`src/rtl/capture_buffer_reader_if.sv`:
```
// Bundle for the capture buffer read channel and the replayed I/Q sample stream.
// The master modport is the reader; the slave modport is the buffer plus the stream sink.
interface capture_buffer_reader_if #(
    parameter int unsigned CAP_INDEX_BITS = 10,
    parameter int unsigned CAP_I_BITS     = 12,
    parameter int unsigned CAP_Q_BITS     = 12
);
    logic        [CAP_INDEX_BITS-1:0] m_axi_cap_raddr;
    logic                             m_axi_cap_rvalid;
    logic                             s_axi_cap_rready;
    logic                             s_axi_cap_rvalid;
    logic                             m_axi_cap_rready;
    logic signed [CAP_I_BITS-1:0]     cap_i;
    logic signed [CAP_Q_BITS-1:0]     cap_q;
    logic signed [CAP_I_BITS-1:0]     out_i;
    logic signed [CAP_Q_BITS-1:0]     out_q;
    logic                             out_valid;
    logic                             out_ready;
    logic                             out_last;

    modport master (
        output m_axi_cap_raddr,
        output m_axi_cap_rvalid,
        input  s_axi_cap_rready,
        input  s_axi_cap_rvalid,
        output m_axi_cap_rready,
        input  cap_i,
        input  cap_q,
        output out_i,
        output out_q,
        output out_valid,
        input  out_ready,
        output out_last
    );

    modport slave (
        input  m_axi_cap_raddr,
        input  m_axi_cap_rvalid,
        output s_axi_cap_rready,
        output s_axi_cap_rvalid,
        input  m_axi_cap_rready,
        output cap_i,
        output cap_q,
        input  out_i,
        input  out_q,
        input  out_valid,
        output out_ready,
        input  out_last
    );
endinterface

```
`src/rtl/capture_buffer_reader.sv`:
```
// Sweeps capture buffer addresses with one read outstanding and replays samples via a 2-deep FIFO.
// Define CAP_READER_LOOP_EN for continuous passes that end on the pass during which stop was seen.
module capture_buffer_reader #(
    parameter int unsigned CAP_INDEX_BITS    = 10,
    parameter int unsigned CAP_BUFFER_LENGTH = 1024,
    parameter int unsigned CAP_I_BITS        = 12,
    parameter int unsigned CAP_Q_BITS        = 12
) (
    input  logic clk,
    input  logic reset,
    input  logic start,
`ifdef CAP_READER_LOOP_EN
    input  logic stop,
`endif
    output logic busy,
    output logic done,
    capture_buffer_reader_if.master bus
);

    localparam logic [1:0] ST_IDLE  = 2'd0;
    localparam logic [1:0] ST_RUN   = 2'd1;
    localparam logic [1:0] ST_DRAIN = 2'd2;

    localparam int unsigned CNT_BITS   = CAP_INDEX_BITS + 1;
    localparam int unsigned ENTRY_BITS = CAP_I_BITS + CAP_Q_BITS + 2;
    localparam logic [CNT_BITS-1:0] LEN_CNT  = CNT_BITS'(CAP_BUFFER_LENGTH);
    localparam logic [CNT_BITS-1:0] LAST_CNT = CNT_BITS'(CAP_BUFFER_LENGTH - 1);

    logic [1:0]                state_q, state_d;
    logic [CAP_INDEX_BITS-1:0] raddr_q, raddr_d;
    logic [CNT_BITS-1:0]       issued_q, issued_d;
    logic                      outstanding_q, outstanding_d;
    logic                      pend_last_q, pend_last_d;
    logic                      pend_fin_q, pend_fin_d;
    logic                      done_q, done_d;

    // FIFO entry: {i, q, last, fin}; fin marks the beat that ends the whole run
    logic [ENTRY_BITS-1:0] fifo_q [2];
    logic                  fifo_wptr_q;
    logic                  fifo_rptr_q;
    logic [1:0]            fifo_count_q;

    logic                  req_valid;
    logic                  req_fire;
    logic                  rsp_fire;
    logic                  out_valid;
    logic                  pop_fire;
    logic                  issue_last;
    logic                  finishing;
    logic [ENTRY_BITS-1:0] head;
    logic                  head_last;
    logic                  head_fin;

`ifdef CAP_READER_LOOP_EN
    logic stop_seen_q;

    assign finishing = stop_seen_q || stop;

    always_ff @(posedge clk) begin
        if (reset) begin
            stop_seen_q <= 1'b0;
        end else if (state_q == ST_IDLE) begin
            stop_seen_q <= 1'b0;
        end else if (stop) begin
            stop_seen_q <= 1'b1;
        end
    end
`else
    assign finishing = 1'b1;
`endif

    // Credit rule: a request only goes out when its response is guaranteed a FIFO slot
    assign req_valid  = (state_q == ST_RUN) && !outstanding_q && (fifo_count_q < 2'd2);
    assign req_fire   = req_valid && bus.s_axi_cap_rready;
    assign rsp_fire   = outstanding_q && bus.s_axi_cap_rvalid;
    assign out_valid  = (fifo_count_q != 2'd0);
    assign pop_fire   = out_valid && bus.out_ready;
    assign issue_last = (issued_q == LAST_CNT);

    assign head      = fifo_q[fifo_rptr_q];
    assign head_last = head[1];
    assign head_fin  = head[0];

    always_comb begin
        state_d       = state_q;
        raddr_d       = raddr_q;
        issued_d      = issued_q;
        outstanding_d = outstanding_q;
        pend_last_d   = pend_last_q;
        pend_fin_d    = pend_fin_q;
        done_d        = 1'b0;

        if (rsp_fire) begin
            outstanding_d = 1'b0;
        end

        case (state_q)
            ST_IDLE: begin
                if (start) begin
                    state_d  = ST_RUN;
                    raddr_d  = '0;
                    issued_d = '0;
                end
            end
            ST_RUN: begin
                if (req_fire) begin
                    outstanding_d = 1'b1;
                    pend_last_d   = issue_last;
                    pend_fin_d    = issue_last && finishing;
`ifdef CAP_READER_LOOP_EN
                    if (issue_last) begin
                        raddr_d  = '0;
                        issued_d = '0;
                        if (finishing) begin
                            state_d = ST_DRAIN;
                        end
                    end else begin
                        raddr_d  = raddr_q + CAP_INDEX_BITS'(1);
                        issued_d = issued_q + CNT_BITS'(1);
                    end
`else
                    raddr_d  = raddr_q + CAP_INDEX_BITS'(1);
                    issued_d = issued_q + CNT_BITS'(1);
                    if (issued_d == LEN_CNT) begin
                        state_d = ST_DRAIN;
                    end
`endif
                end
            end
            ST_DRAIN: begin
                if (pop_fire && head_fin) begin
                    state_d = ST_IDLE;
                    done_d  = 1'b1;
                end
            end
            default: begin
                state_d = ST_IDLE;
            end
        endcase
    end

    always_ff @(posedge clk) begin
        if (reset) begin
            state_q       <= ST_IDLE;
            raddr_q       <= '0;
            issued_q      <= '0;
            outstanding_q <= 1'b0;
            pend_last_q   <= 1'b0;
            pend_fin_q    <= 1'b0;
            done_q        <= 1'b0;
        end else begin
            state_q       <= state_d;
            raddr_q       <= raddr_d;
            issued_q      <= issued_d;
            outstanding_q <= outstanding_d;
            pend_last_q   <= pend_last_d;
            pend_fin_q    <= pend_fin_d;
            done_q        <= done_d;
        end
    end

    always_ff @(posedge clk) begin
        if (reset) begin
            for (int k = 0; k < 2; k++) begin
                fifo_q[k] <= '0;
            end
            fifo_wptr_q  <= 1'b0;
            fifo_rptr_q  <= 1'b0;
            fifo_count_q <= 2'd0;
        end else begin
            if (rsp_fire) begin
                fifo_q[fifo_wptr_q] <= {bus.cap_i, bus.cap_q, pend_last_q, pend_fin_q};
                fifo_wptr_q         <= ~fifo_wptr_q;
            end
            if (pop_fire) begin
                fifo_rptr_q <= ~fifo_rptr_q;
            end
            fifo_count_q <= fifo_count_q + {1'b0, rsp_fire} - {1'b0, pop_fire};
        end
    end

    assign bus.m_axi_cap_raddr  = raddr_q;
    assign bus.m_axi_cap_rvalid = req_valid;
    assign bus.m_axi_cap_rready = outstanding_q;
    assign bus.out_valid        = out_valid;
    assign bus.out_i = out_valid ? head[ENTRY_BITS-1 -: CAP_I_BITS] : '0;
    assign bus.out_q = out_valid ? head[2 +: CAP_Q_BITS] : '0;
    assign bus.out_last         = out_valid && head_last;

    assign busy = (state_q != ST_IDLE);
    assign done = done_q;

    credit_bound: assert property (@(posedge clk) disable iff (reset)
        ({1'b0, fifo_count_q} + {2'b00, outstanding_q}) <= 3'd2);

endmodule

```
`src/flat_wrapper.sv`:
```
// flat-port wrapper written by rule: the top's interface ports become plain ports
module capture_buffer_reader_flat 
#(
    parameter int unsigned CAP_INDEX_BITS    = 10,
    parameter int unsigned CAP_BUFFER_LENGTH = 1024,
    parameter int unsigned CAP_I_BITS        = 12,
    parameter int unsigned CAP_Q_BITS        = 12
)
  (clk, reset, start, busy, done, bus_m_axi_cap_raddr, bus_m_axi_cap_rvalid, bus_s_axi_cap_rready, bus_s_axi_cap_rvalid, bus_m_axi_cap_rready, bus_cap_i, bus_cap_q, bus_out_i, bus_out_q, bus_out_valid, bus_out_ready, bus_out_last);
  capture_buffer_reader_if #(.CAP_INDEX_BITS(CAP_INDEX_BITS), .CAP_I_BITS(CAP_I_BITS), .CAP_Q_BITS(CAP_Q_BITS)) bus_i ();
  input  logic clk;
  input  logic reset;
  input  logic start;
  output logic busy;
  output logic done;
  output wire logic [$bits(bus_i.m_axi_cap_raddr)-1:0] bus_m_axi_cap_raddr;
  output wire logic [$bits(bus_i.m_axi_cap_rvalid)-1:0] bus_m_axi_cap_rvalid;
  input wire logic [$bits(bus_i.s_axi_cap_rready)-1:0] bus_s_axi_cap_rready;
  input wire logic [$bits(bus_i.s_axi_cap_rvalid)-1:0] bus_s_axi_cap_rvalid;
  output wire logic [$bits(bus_i.m_axi_cap_rready)-1:0] bus_m_axi_cap_rready;
  input wire logic [$bits(bus_i.cap_i)-1:0] bus_cap_i;
  input wire logic [$bits(bus_i.cap_q)-1:0] bus_cap_q;
  output wire logic [$bits(bus_i.out_i)-1:0] bus_out_i;
  output wire logic [$bits(bus_i.out_q)-1:0] bus_out_q;
  output wire logic [$bits(bus_i.out_valid)-1:0] bus_out_valid;
  input wire logic [$bits(bus_i.out_ready)-1:0] bus_out_ready;
  output wire logic [$bits(bus_i.out_last)-1:0] bus_out_last;
  assign bus_m_axi_cap_raddr = bus_i.m_axi_cap_raddr;
  assign bus_m_axi_cap_rvalid = bus_i.m_axi_cap_rvalid;
  assign bus_i.s_axi_cap_rready = bus_s_axi_cap_rready;
  assign bus_i.s_axi_cap_rvalid = bus_s_axi_cap_rvalid;
  assign bus_m_axi_cap_rready = bus_i.m_axi_cap_rready;
  assign bus_i.cap_i = bus_cap_i;
  assign bus_i.cap_q = bus_cap_q;
  assign bus_out_i = bus_i.out_i;
  assign bus_out_q = bus_i.out_q;
  assign bus_out_valid = bus_i.out_valid;
  assign bus_i.out_ready = bus_out_ready;
  assign bus_out_last = bus_i.out_last;
  capture_buffer_reader #(.CAP_INDEX_BITS(CAP_INDEX_BITS), .CAP_BUFFER_LENGTH(CAP_BUFFER_LENGTH), .CAP_I_BITS(CAP_I_BITS), .CAP_Q_BITS(CAP_Q_BITS)) u_core (.clk(clk), .reset(reset), .start(start), .busy(busy), .done(done), .bus(bus_i));
endmodule
```
`config.mk`:
```
export PLATFORM = sky130hd
export DESIGN_NAME = capture_buffer_reader_flat
export DESIGN_NICKNAME = d
export VERILOG_FILES = /design/src/rtl/capture_buffer_reader_if.sv /design/src/rtl/capture_buffer_reader.sv /design/src/flat_wrapper.sv
export SDC_FILE = /design/constraint.sdc
export NUM_CORES = 1
export LEC_CHECK = 0
export BUFFER_PORTS_ARGS = -buffer_cell sky130_fd_sc_hd__buf_2
export CORE_ASPECT_RATIO = 1.4
export CORE_MARGIN = 4
export CORE_UTILIZATION = 50
export DETAILED_ROUTE_END_ITERATION = 16
export PLACE_DENSITY_LB_ADDON = 0.1
export SYNTH_ARGS = -nofsm -noshare
export SYNTH_HDL_FRONTEND = slang
export SYNTH_SLANG_ARGS = --single-unit
```
`constraint.sdc`:
```
create_clock -name clk -period 5.8 [get_ports clk]
set_clock_uncertainty 0.15 [all_clocks]
set_input_delay 0.87 -clock clk [delete_from_list [all_inputs] [get_ports clk]]
set_output_delay 0.87 -clock clk [all_outputs]
set_load 0.02 [all_outputs]
```
==> results by group <==
Run status
  – Status: complete, no violations

GRT
  – Antenna violations before repair: 0
  – Grt ovf: 0
  – Largest net degree at the start of global routing: 27
  – Total Routing Usage GR: 17.37%
  – First-pass GRT wire length: 11560 um
  – Via count of the first global-routing pass: 2560

Yosys
  – Post-synthesis register bit count: just over 80
  – Gate Count Post-Synth: 332
  – Post-synthesis sequential area ratio: a little under three fifths
  – Netlist Area Pre-Place: between 0.003 and 0.004 mm^2
  – Yosys Warn Count: 0
  – Syn Area/Cell: roughly 11 um^2
  – Area share of the leading cell type in the synthesized netlist: 40.46%
  – Primary FF master, synth: edfxtp_1
  – Leading post-synthesis cells by cell area: edfxtp_1 (40%), dfxtp_1 (17%), and2_1 (9.3%)
  – Post-synth cell types: 41
  – EDFF count, synth: 50
  – Mapped Nets: 366
  – Top cells by count, synth: and2_1 (55), nor2_1 (55), edfxtp_1 (50)
  – Yosys top cell by area: edfxtp_1
  – Async set-or-reset flop fraction in the synthesized netlist: 0%

Die
  – Initial Util: 52.48%
  – Die footprint: 0.008884 mm^2
  – Die W: 80.81 um
  – Core area: 0.007072 mm^2
  – Rows: 36
  – Height of the chip: 109.9 um
  – Number of I/O pins: 70

Clock tree
  – CTS max path bufs: 2
  – Resize count post-CTS: 0
  – Clk pin slew, worst setup/hold paths: ~0.08 ns
  – # hold bufs at CTS: 0
  – TritonCTS clock tree: built
  – Post-CTS setup buffer count: 0
  – CTS Buf Count: 9
  – Root buf cell: clkbuf_8
  – CTS H-Tree Depth: 3
  – Clock sink count: between 80 and 90
  – Worst-skew pair later-pin latency: between 0.3 and 0.4 ns

STA
  – Max Slew Vio Count: 0
  – Period utilization: 50.06%
  – RSZ-0062 raised after global routing: false
  – Actual slew at the worst max-slew pin: approximately 1.1 ns
  – Fin. Hold Viols: 0
  – Setup ws final: 2.896 ns
  – Setup TNS: 0 ns
  – Setup-failing EPs final: 0
  – Max Clock Freq: ~0.34 GHz
  – Final worst path period need: 2.904 ns
  – Slew margin rel.: 28.42%

Worst setup path
  – Slowest cell on crit path: nor2_2
  – CP Buf/Inv Count: 2
  – Crit path from: u_core.fifo_count_q[1]$_SDFF_PP0_
  – Flop2flop setup slack: 3.11 ns
  – CP Class: reg -> out
  – CP max FO: 26
  – Element type at the critical path end: primary output
  – Worst endpoint required time: 4.78 ns
  – Critical Path AT: approximately 1.9 ns
  – Worst stage delay on the critical path: 0.82 ns
  – RR Endpoint: u_core.fifo_count_q[1]$_SDFF_PP0_
  – Crit-path cells: nor2_2, inv_1, buf_2
  – Reg2Reg Depth: 9
  – Delay-heaviest family, CP: simple AND/OR/NAND/NOR gates
  – R2R Path Start: u_core.fifo_count_q[1]$_SDFF_PP0_
  – CP startpoint kind: flip-flop

Detailed routing
  – Avg Vias per Cell: 5.132
  – Routed len/inst: approximately 14 um
  – Initial DRC Count: 96
  – Final ANT Viol Nets: 0
  – Remaining routing DRC violations: 0
  – Via count: 2566
  – DR pass1 iterations: 4
  – Final WL: approximately 7200 um

Flow run
  – Max-Cap Viols: 0

Layout
  – Footprint of the multi-input gates: about 0.0015 mm^2
  – Area delta synth->final: 16.42%
  – Fin nets: 434
  – Register Area: 0.002122 mm^2
  – Number of fill cells: 599
  – Fraction of layout cells with a size suffix above 1: approximately a quarter
  – Final core utilization: 61.09%
  – Diode count: 0

Power
  – Clk pwr share: 28.0%
  – Sequential power share: 46.1%
  – Comb power frac: 25.9%
  – Internal: between 900 and 1000 uW
  – LEAKAGE: 0.001775 uW
  – Worst vdd ir: 0.0002211 V
  – PwrDens: 330.8 mW/mm^2
  – Switch Pwr: 456.0 uW
  – Switch share: a little under a third

Min path
  – Hold depth: 2
  – Terminating pin of the worst hold path: u_core.issued_q[10]$_SDFFE_PP0P_
  – Worst Hold Class: reg -> reg
  – Hold Path Origin: u_core.issued_q[10]$_SDFFE_PP0P_

Placement
  – Detailed-placement wirelength estimate: 4838 um
  – Dpl ws: between 2 and 3 ns
  – Routability cong.: 0.8299
  – Port buffer count: 69
[layer usage]
| layer | GRT usage (%) | share of wire (%) |
|---|---|---|
| met1 | 19.29 | 40 |
| met2 | 30.20 | 51 |
| met3 | 4.180 | 6.4 |
| met4 | 9.420 | 2.6 |
| met5 | 0 | 0 |
[registers in the layout, indices dropped and copies added, names as in the netlist, named ones only]
name                         cells
u_core.fifo_count_q              2
u_core.bus.m_axi_cap_rready      1
u_core.done                      1
u_core.fifo_q                   50
u_core.fifo_rptr_q               1
u_core.state_q                   2
u_core.pend_fin_q                1
u_core.bus.m_axi_cap_raddr      10
u_core.issued_q                 11
u_core.fifo_wptr_q               1
[worst min-delay path: stages, from the launching register on]
cell	delay, ns
dfxtp_1	0.34
nand2_1	0.06
a21oi_1	0.06
[worst max-delay path by stage]
stage,to,slack (ns),depth (start not counted)
2_1_floorplan,u_core.fifo_q[0][0]$_SDFFCE_PN0P_,2.42,2
3_3_place_gp,u_core.fifo_q[1][19]$_SDFFCE_PN0P_,2.72,4
3_5_place_dp,u_core.fifo_q[1][19]$_SDFFCE_PN0P_,2.70,4
4_1_cts,bus_out_valid,2.84,3
5_1_grt,bus_out_i[10],2.70,3
6_report,bus_out_valid,2.90,3
[layout by cell type (no fill, tap or decap), types with 5 or more instances in the layout]
cell	n
edfxtp_1	50
xnor2_1	8
clkbuf_8	9
o21ai_0	5
mux2i_1	27
xor2_1	9
inv_1	7
a21oi_1	5
and2_1	55
and3_1	7
dfxtp_1	31
buf_2	69
nand2_1	7
nor2_1	54
[cell families after synthesis]
logic type,count (synthesis),share of synthesized area [%]
adders and majority gates,4,1.349
AOI/OAI and AO/OA,27,4.990
DFF,81,57.18
and+or+nand+nor,154,22.45
buffers and inverters,22,2.731
muxes,27,7.283
xor gates and xnor gates,17,4.012
[per-stage QoR]
stage / instance area [um^2] / total power (uW) / cells / hold WS (ns)
floorplan: 3711 / 940.9 / 332 / 0.3000
global placement: 4134 / 1045 / 484 / 0.3307
detailed placement: 4134 / 1050 / 484 / 0.3469
CTS: 4320 / 1447 / 500 / 0.3575
global route: 4320 / 1509 / 500 / 0.3992
finish: 4320 / 1429 / 500 / 0.3627
[layout make-up]
cell class	instances	area share, %
sequential	81	49.12
clock inverter	5	1.274
clock buffer	11	3.041
multi-input combinational	229	34.69
timing repair buffer	72	8.514
inverter	7	0.6082
tap	95	2.751
[power groups by stage]
stage,combinational (uW),clock [uW],sequential [uW]
3_5_place_dp,378,0,673
5_1_grt,406,439,664
2_1_floorplan,270,0,670
6_report,371,399,659
3_3_place_gp,374,0,671
4_1_cts,379,409,659
No activity file was read; power rests on OpenSTA's default activity.
